--- config.mk ---
export PLATFORM = sky130hd
export DESIGN_NAME = pipeline_hazard_ctrl
export DESIGN_NICKNAME = d
export VERILOG_FILES = /design/src/rtl/pipeline_hazard_ctrl.sv
export SDC_FILE = /design/constraint.sdc
export NUM_CORES = 1
export LEC_CHECK = 0
export CAP_MARGIN = 0
export CORE_MARGIN = 3
export CORE_UTILIZATION = 35
export DETAILED_ROUTE_END_ITERATION = 8
export GPL_TIMING_DRIVEN = 0
export HOLD_SLACK_MARGIN = 0.08
export PLACE_DENSITY = 0.68
export REMOVE_ABC_BUFFERS = 1
export SETUP_SLACK_MARGIN = 0.2
export SYNTH_ARGS = -nofsm -noshare
export SYNTH_HDL_FRONTEND = slang
export SYNTH_SLANG_ARGS = --single-unit
--- constraint.sdc ---
create_clock -name clk_i -period 3.58 [get_ports clk_i]
set_input_delay 0.716 -clock clk_i [delete_from_list [all_inputs] [get_ports clk_i]]
set_output_delay 0.716 -clock clk_i [all_outputs]
set_load 0.03 [all_outputs]
--- src/rtl/pipeline_hazard_ctrl.sv ---
// pipeline_hazard_ctrl
// Hazard and sequencing controller for the 5-stage pipeline. A three-slot
// scoreboard (EX, MEM, WB) mirrors the instructions in flight. From it the
// block derives stall/flush/freeze control, EX operand forwarding selects,
// the WB->ID bypass and a saturating stall-cycle counter.
//
// Optional feature macro: HAZARD_FWD_EN
//   defined   : EX operand forwarding and WB->ID bypass are active; only a
//               load followed by a dependent instruction stalls.
//   undefined : forwarding/bypass outputs are tied low; any in-flight
//               producer of a used ID source stalls decode.
//
// Memory handshake: mem_ready_i is a completion strobe for the access held
// in the MEM slot. While the MEM slot holds a LOAD/STORE and mem_ready_i is
// low, the whole pipeline freezes; the cycle mem_ready_i is high the access
// completes and the pipeline advances on that clock edge.
//
// dbg_state_o exposes the FSM state (0 = RUN, 1 = MEM_WAIT).
module pipeline_hazard_ctrl #(
   parameter int CNT_W = 32
) (
   input  logic             clk_i,
   input  logic             rst_i,
   input  logic             id_valid_i,
   input  logic [4:0]       id_rs1_i,
   input  logic [4:0]       id_rs2_i,
   input  logic             id_use_rs1_i,
   input  logic             id_use_rs2_i,
   input  logic [4:0]       id_rd_i,
   input  logic             id_reg_write_i,
   input  logic             id_mem_read_i,
   input  logic             id_mem_op_i,
   input  logic             ex_branch_taken_i,
   input  logic             mem_ready_i,
   output logic             stall_o,
   output logic             flush_id_o,
   output logic             flush_ex_o,
   output logic             freeze_o,
   output logic [1:0]       fwd_a_o,
   output logic [1:0]       fwd_b_o,
   output logic             wb_byp1_o,
   output logic             wb_byp2_o,
   output logic [CNT_W-1:0] stall_cnt_o,
   output logic             dbg_state_o
);

   // FSM encoding
   localparam logic ST_RUN      = 1'b0;
   localparam logic ST_MEM_WAIT = 1'b1;

   // One scoreboard entry
   typedef struct packed {
      logic       valid;
      logic [4:0] rd;
      logic       reg_write;
      logic       mem_read;
      logic       mem_op;
      logic [4:0] rs1;
      logic [4:0] rs2;
      logic       use_rs1;
      logic       use_rs2;
   } slot_t;

   localparam slot_t BUBBLE = '0;

   slot_t            ex_q;
   slot_t            mem_q;
   slot_t            wb_q;
   slot_t            id_slot;
   slot_t            ex_d;
   logic             state_q;
   logic             state_d;
   logic [CNT_W-1:0] stall_cnt_q;

   logic             freeze_cond;
   logic             hazard;
   logic             branch_act;
   logic             stall_int;
   logic             flush_ex_int;
   logic             id_src1;
   logic             id_src2;

   // A slot produces a value only if it really writes a non-zero register
   function automatic logic is_producer(input slot_t s);
      return s.valid && s.reg_write && (s.rd != 5'd0);
   endfunction

   // Producer s writes the register a used source wants
   function automatic logic src_hit(input slot_t s, input logic [4:0] rs,
                                    input logic use_src);
      return use_src && is_producer(s) && (s.rd == rs);
   endfunction

`ifdef HAZARD_FWD_EN
   // Operand source for an EX operand: MEM result first, then WB data
   function automatic logic [1:0] fwd_sel(input slot_t m, input slot_t w,
                                          input logic [4:0] rs,
                                          input logic use_src);
      logic [1:0] sel;
      sel = 2'b00;
      if (src_hit(m, rs, use_src) && !m.mem_read) begin
         sel = 2'b01;
      end else if (src_hit(w, rs, use_src)) begin
         sel = 2'b10;
      end
      return sel;
   endfunction
`endif

   // Package the decode instruction as a would-be EX slot entry
   always_comb begin
      id_slot           = BUBBLE;
      id_slot.valid     = id_valid_i;
      id_slot.rd        = id_rd_i;
      id_slot.reg_write = id_reg_write_i;
      id_slot.mem_read  = id_mem_read_i;
      id_slot.mem_op    = id_mem_op_i;
      id_slot.rs1       = id_rs1_i;
      id_slot.rs2       = id_rs2_i;
      id_slot.use_rs1   = id_use_rs1_i;
      id_slot.use_rs2   = id_use_rs2_i;
   end

   // Memory wait condition and decode data hazard detection
   always_comb begin
      freeze_cond = mem_q.valid && mem_q.mem_op && !mem_ready_i;
      // Sources of a non-instruction never need a value
      id_src1 = id_valid_i && id_use_rs1_i;
      id_src2 = id_valid_i && id_use_rs2_i;
`ifdef HAZARD_FWD_EN
      // Only a load in EX cannot be forwarded in time
      hazard = ex_q.mem_read &&
               (src_hit(ex_q, id_rs1_i, id_src1) ||
                src_hit(ex_q, id_rs2_i, id_src2));
`else
      // Without forwarding every in-flight producer blocks decode
      hazard = src_hit(ex_q,  id_rs1_i, id_src1) ||
               src_hit(ex_q,  id_rs2_i, id_src2) ||
               src_hit(mem_q, id_rs1_i, id_src1) ||
               src_hit(mem_q, id_rs2_i, id_src2) ||
               src_hit(wb_q,  id_rs1_i, id_src1) ||
               src_hit(wb_q,  id_rs2_i, id_src2);
`endif
   end

   // Priority: freeze over branch flush over hazard stall
   always_comb begin
      branch_act   = !freeze_cond && ex_branch_taken_i;
      stall_int    = !freeze_cond && !ex_branch_taken_i && hazard;
      flush_ex_int = branch_act || stall_int;
   end

   // Drive control outputs; all forced low while reset is asserted
   always_comb begin
      freeze_o   = !rst_i && freeze_cond;
      stall_o    = !rst_i && stall_int;
      flush_id_o = !rst_i && branch_act;
      flush_ex_o = !rst_i && flush_ex_int;
   end

   // Forwarding selects and WB->ID bypass
   always_comb begin
      fwd_a_o   = 2'b00;
      fwd_b_o   = 2'b00;
      wb_byp1_o = 1'b0;
      wb_byp2_o = 1'b0;
`ifdef HAZARD_FWD_EN
      if (!rst_i) begin
         fwd_a_o   = fwd_sel(mem_q, wb_q, ex_q.rs1, ex_q.use_rs1);
         fwd_b_o   = fwd_sel(mem_q, wb_q, ex_q.rs2, ex_q.use_rs2);
         wb_byp1_o = src_hit(wb_q, id_rs1_i, id_use_rs1_i);
         wb_byp2_o = src_hit(wb_q, id_rs2_i, id_use_rs2_i);
      end
`endif
   end

   // Next EX entry: bubble when decode is stalled, flushed or empty
   always_comb begin
      ex_d = id_slot;
      if (flush_ex_int || !id_valid_i) begin
         ex_d = BUBBLE;
      end
   end

   // FSM next state: wait in MEM_WAIT until the access completes
   always_comb begin
      state_d = state_q;
      case (state_q)
         ST_RUN: begin
            if (freeze_cond) begin
               state_d = ST_MEM_WAIT;
            end
         end
         ST_MEM_WAIT: begin
            if (mem_ready_i) begin
               state_d = ST_RUN;
            end
         end
         default: state_d = ST_RUN;
      endcase
   end

   // Scoreboard advance; every slot holds while frozen
   always_ff @(posedge clk_i or posedge rst_i) begin
      if (rst_i) begin
         ex_q  <= BUBBLE;
         mem_q <= BUBBLE;
         wb_q  <= BUBBLE;
      end else if (!freeze_cond) begin
         wb_q  <= mem_q;
         mem_q <= ex_q;
         ex_q  <= ex_d;
      end
   end

   // FSM state register
   always_ff @(posedge clk_i or posedge rst_i) begin
      if (rst_i) begin
         state_q <= ST_RUN;
      end else begin
         state_q <= state_d;
      end
   end

   // Saturating count of stalled or frozen cycles
   always_ff @(posedge clk_i or posedge rst_i) begin
      if (rst_i) begin
         stall_cnt_q <= '0;
      end else if ((stall_int || freeze_cond) &&
                   (stall_cnt_q != {CNT_W{1'b1}})) begin
         stall_cnt_q <= stall_cnt_q + 1'b1;
      end
   end

   assign stall_cnt_o = stall_cnt_q;
   assign dbg_state_o = state_q;

   // WB entry fields that nothing downstream needs
   logic unused_wb;
   assign unused_wb = ^{wb_q.mem_read, wb_q.mem_op, wb_q.rs1, wb_q.rs2,
                        wb_q.use_rs1, wb_q.use_rs2};

endmodule

==> summary.md <==
| Metric | Value |
|---|---|
| Power per cell area | 331 nW/µm² |
| Hold_buf cts | 0 |
| TritonCTS clock tree | built |
| Post-Layout Inst Area | ~3800 µm² |
| Syn Area/Cell | between 10 and 15 µm² |
| Critical Path End | flush_ex_o |
| Register bit total from synthesis | 56 |
| WP data arrival | ~2.5 ns |
| VDD IR-drop max | 0.000168 V |
| Top Usage Layer GRT | met2 |
| Initial antenna violation count | 0 |
| CP cell instances | clkdlybuf4s50_1, nand2_1, o32ai_2, a22oi_2, a2111oi_4, or2_2, buf_2 |
| Worst-path fanout max | 2 |
| Core area | 7890 µm² |
| Cell area after synthesis | 2910 µm² |
| Met2 Use GR | 0.238 |
| # rows | 32 |
| NumNets Final | about 360 |
| Internal | about 0.94 mW |
| Met3 Usage GRT | 0.0337 |
| Crit end category | primary output |
| Reg2Reg Setup Slack | 0.94 ns |
| Largest net degree at the start of global routing | 34 |
| Vias in the first global route | between 2000 and 2500 |
| Hold WC Path Type | flop to flop |
| CTS max path bufs | 2 |
| Slew Limit Headroom | 0.366 |
| Worst slew pin tran | 0.944 ns |
| Crit path launch type | input pin |
| Root buf cell | clkbuf_8 |
| GRT Total Usage | 0.141 |
| Worst r2r src | stall_cnt_o[0] |
| Final min period | between 3 and 4 ns |
| Largest delay share family, worst path | compound AO/OA/AOI/OAI gates |
| Met1 Resource Use GR | 0.181 |
| Initial core utilization | 0.368 |
| CP Class | input pin to primary output |
| Max stage delay on crit path | around 0.50 ns |
| Final hold vios | 0 |
| Critical path depth | 7 |
| N_diodes | 0 |
| Worst reg2reg endpoint | stall_cnt_o[1] |
| Die Area | roughly 9400 µm² |
| Share of layout cells above drive strength 1 | 0.0885 |
| Placed Area | about 3600 µm² |
| ANT nets after route | 0 |
| # setup viols final | 0 |
| Total grt overflow | 0 |
| Max Clk Rate | 311 MHz |
| Slowest-stage cell, CP | clkdlybuf4s50_1 |
| Gate Count Post-Synth | 274 |
| Filler cells | about 740 |
| IO Pins | 68 |
| Num CTS Buffers | 5 |
| Synth unique cells | 39 |
| LEAKAGE | 1.69 nW |
| Final worst-path cycle share | 0.897 |
| Drt via density | around 5 |
| YS warnings | 0 |
| Final cell count without fillers | about 440 |
| Layout overhead on the synthesized area | 30.3% |
| Pre-CTS setup slack | -0.752 ns |
| DP HPWL | between 4 and 5 mm |
| Register area share after synthesis | 0.482 |
| Crit path from | id_use_rs2_i |
| Worst-path clk slew | about 0.10 ns |
| Clk_lat worst skew | 0.31 ns |
| Routed wire length | about 6.3 mm |
| Clock sinks | 56 |
| Maxcap violations | 0 |
| WL/cell | approximately 14 µm |
| Pins Over Slew Limit | 0 |
| Drc violations | 0 |
| Die Y-Extent | around 97 µm |
| Setup ws final | ~0.37 ns |
| Multi-input logic area | approximately 1500 µm² |
| Sw frac | 0.250 |
| Die Wd | just under 100 µm |
| Status | finished, final reports clean |
| Final Skew | between 0.01 and 0.015 ns |
| Port Buffers | 60 |
| Clock power frac | 0.331 |
| Cell count after placement | ~430 |
| DR iter-0 viols | between 40 and 50 |
| Seq pwr share | 0.539 |
| Comb pwr share | 0.130 |
| GPL Wtd Cong | 0.834 |
| Cells on worst reg2reg path | 7 |
| RSZ-0062 raised after global routing | no |
| CTS H-tree depth | 2 |
| Register area | 1400 µm² |
| Crit path required time | approximately 2.9 ns |
| CP bufs+invs | 2 |
| Global-route wire length before repair | between 10 and 15 mm |
| Psw | 0.314 mW |
| DRT Pass-1 Iters | 4 |
| Vias after detailed routing | ~2200 |
kinds of logic (layout without fill, tap and decap cells):
family	Yosys count	after routing	synth area share
AO/OA/AOI/OAI	21	21	0.0659
other	1	6	0.00129
adder cells (fa/ha/maj)	1	1	0.00430
buffers and inverters	17	77	0.0400
flip-flops	56	56	0.482
AND/OR/NAND/NOR	116	116	0.219
multiplexers	1	1	0.00387
XOR/XNOR	61	61	0.184
state kept, by name (all words and copies together), names as in the netlist:
signal	count
dbg_state_o	1
mem_q	8
stall_cnt_o	32
wb_q	7
ex_q	8
area by class of cell:
| class | count | area share |
|---|---|---|
| clock buffers | 6 | 0.0192 |
| clock inverters | 2 | 0.0102 |
| inverters | 5 | 0.00859 |
| multi-input cells | 206 | 0.385 |
| flip-flops and latches | 56 | 0.370 |
| well taps | 102 | 0.0337 |
| repair buffers | 64 | 0.173 |
per-layer routing:
layer	part of all wire	wire, µm
met1	0.45	2860
met3	0.051	325
met5	0	0
met4	0.0090	57
met2	0.49	3100
synth_stat cells:
cell type  number  area (µm²)
a22o_1          7        61.3
nor3b_1         1        7.51
o22ai_1         1        6.26
buf_4           6        45.0
or3_1           3        18.8
nor4b_4         2        47.6
xor2_1          3        26.3
nand4_2         1        12.5
a21o_2          1        8.76
a2111oi_0       1        8.76
nand2_2         1        6.26
a21oi_1         1        5.00
nand3b_1        1        7.51
nand2_1        45         169
and3_1          8        50.1
a32o_2          1        11.3
buf_6           4        45.0
o32ai_1         2        17.5
conb_1          1        3.75
ha_1            1        12.5
mux2_2          1        11.3
nor2_1          4        15.0
clkbuf_1        2        7.51
nand3_1        20         100
o31a_1          1        8.76
nand4_1        18         113
dfrtp_1        56        1400
nand2b_1        2        12.5
and2_1          3        18.8
or2_2           1        6.26
inv_1           5        18.8
and4_1          4        35.0
o21ai_0         1        5.00
o311a_1         3        30.0
and4_4          1        11.3
a22oi_2         1        12.5
xnor2_1        58         508
nor3_1          1        5.00
a21oi_4         1        16.3
power groups by stage:
| stage | clock network (mW) | logic (mW) | registers, mW |
|---|---|---|---|
| 2_1_floorplan | 0 | 0.0805 | 0.697 |
| 3_3_place_gp | 0 | 0.157 | 0.689 |
| 3_5_place_dp | 0 | 0.162 | 0.689 |
| 4_1_cts | 0.433 | 0.165 | 0.677 |
| 5_1_grt | 0.458 | 0.179 | 0.681 |
| 6_report | 0.415 | 0.163 | 0.677 |
worst min path at each step:
| stage | start | end | cells after the start |
|---|---|---|---|
| 6_report | ex_q[12] | mem_q[12] | 1 |
| 5_1_grt | stall_cnt_o[14] | stall_cnt_o[14] | 1 |
| 4_1_cts | ex_q[12] | mem_q[12] | 1 |
| 3_5_place_dp | ex_q[12] | mem_q[12] | 1 |
| 3_3_place_gp | ex_q[12] | mem_q[12] | 1 |
| 2_1_floorplan | ex_q[12] | mem_q[12] | 1 |
through the flow:
| step | power [mW] | utilization | setup TNS, ns | hold slack [ns] |
|---|---|---|---|---|
| finish | 1.25 | 0.480 | 0 | 0.485 |
| floorplan | 0.778 | - | -0.886 | 0.435 |
| CTS | 1.27 | 0.476 | 0 | 0.496 |
| detailed placement | 0.851 | 0.455 | -1.43 | 0.472 |
| global placement | 0.846 | 0.451 | -49.68 | 0.454 |
| global route | 1.32 | 0.480 | 0 | 0.519 |
cells in the final DEF (no fill, tap or decap), drive strengths merged, types with 4 or more instances in the layout:
cell type,n
xnor2,58
dfrtp,56
clkdlybuf4s50,46
nand2,46
nand3,20
nand4,19
dlymetal6s2s,9
and3,8
a22o,7
conb,6
clkbuf,6
buf,6
and4,5
inv,5
nor2,4
timing repair:
item / in CTS / in global routing
pin swaps: 1 / 3
resized for setup: 21 / 11
endpoints found under the setup margin: 4 / 2
setup buffers: 2 / 0
Note: power is estimated with default switching activity, not from simulation.
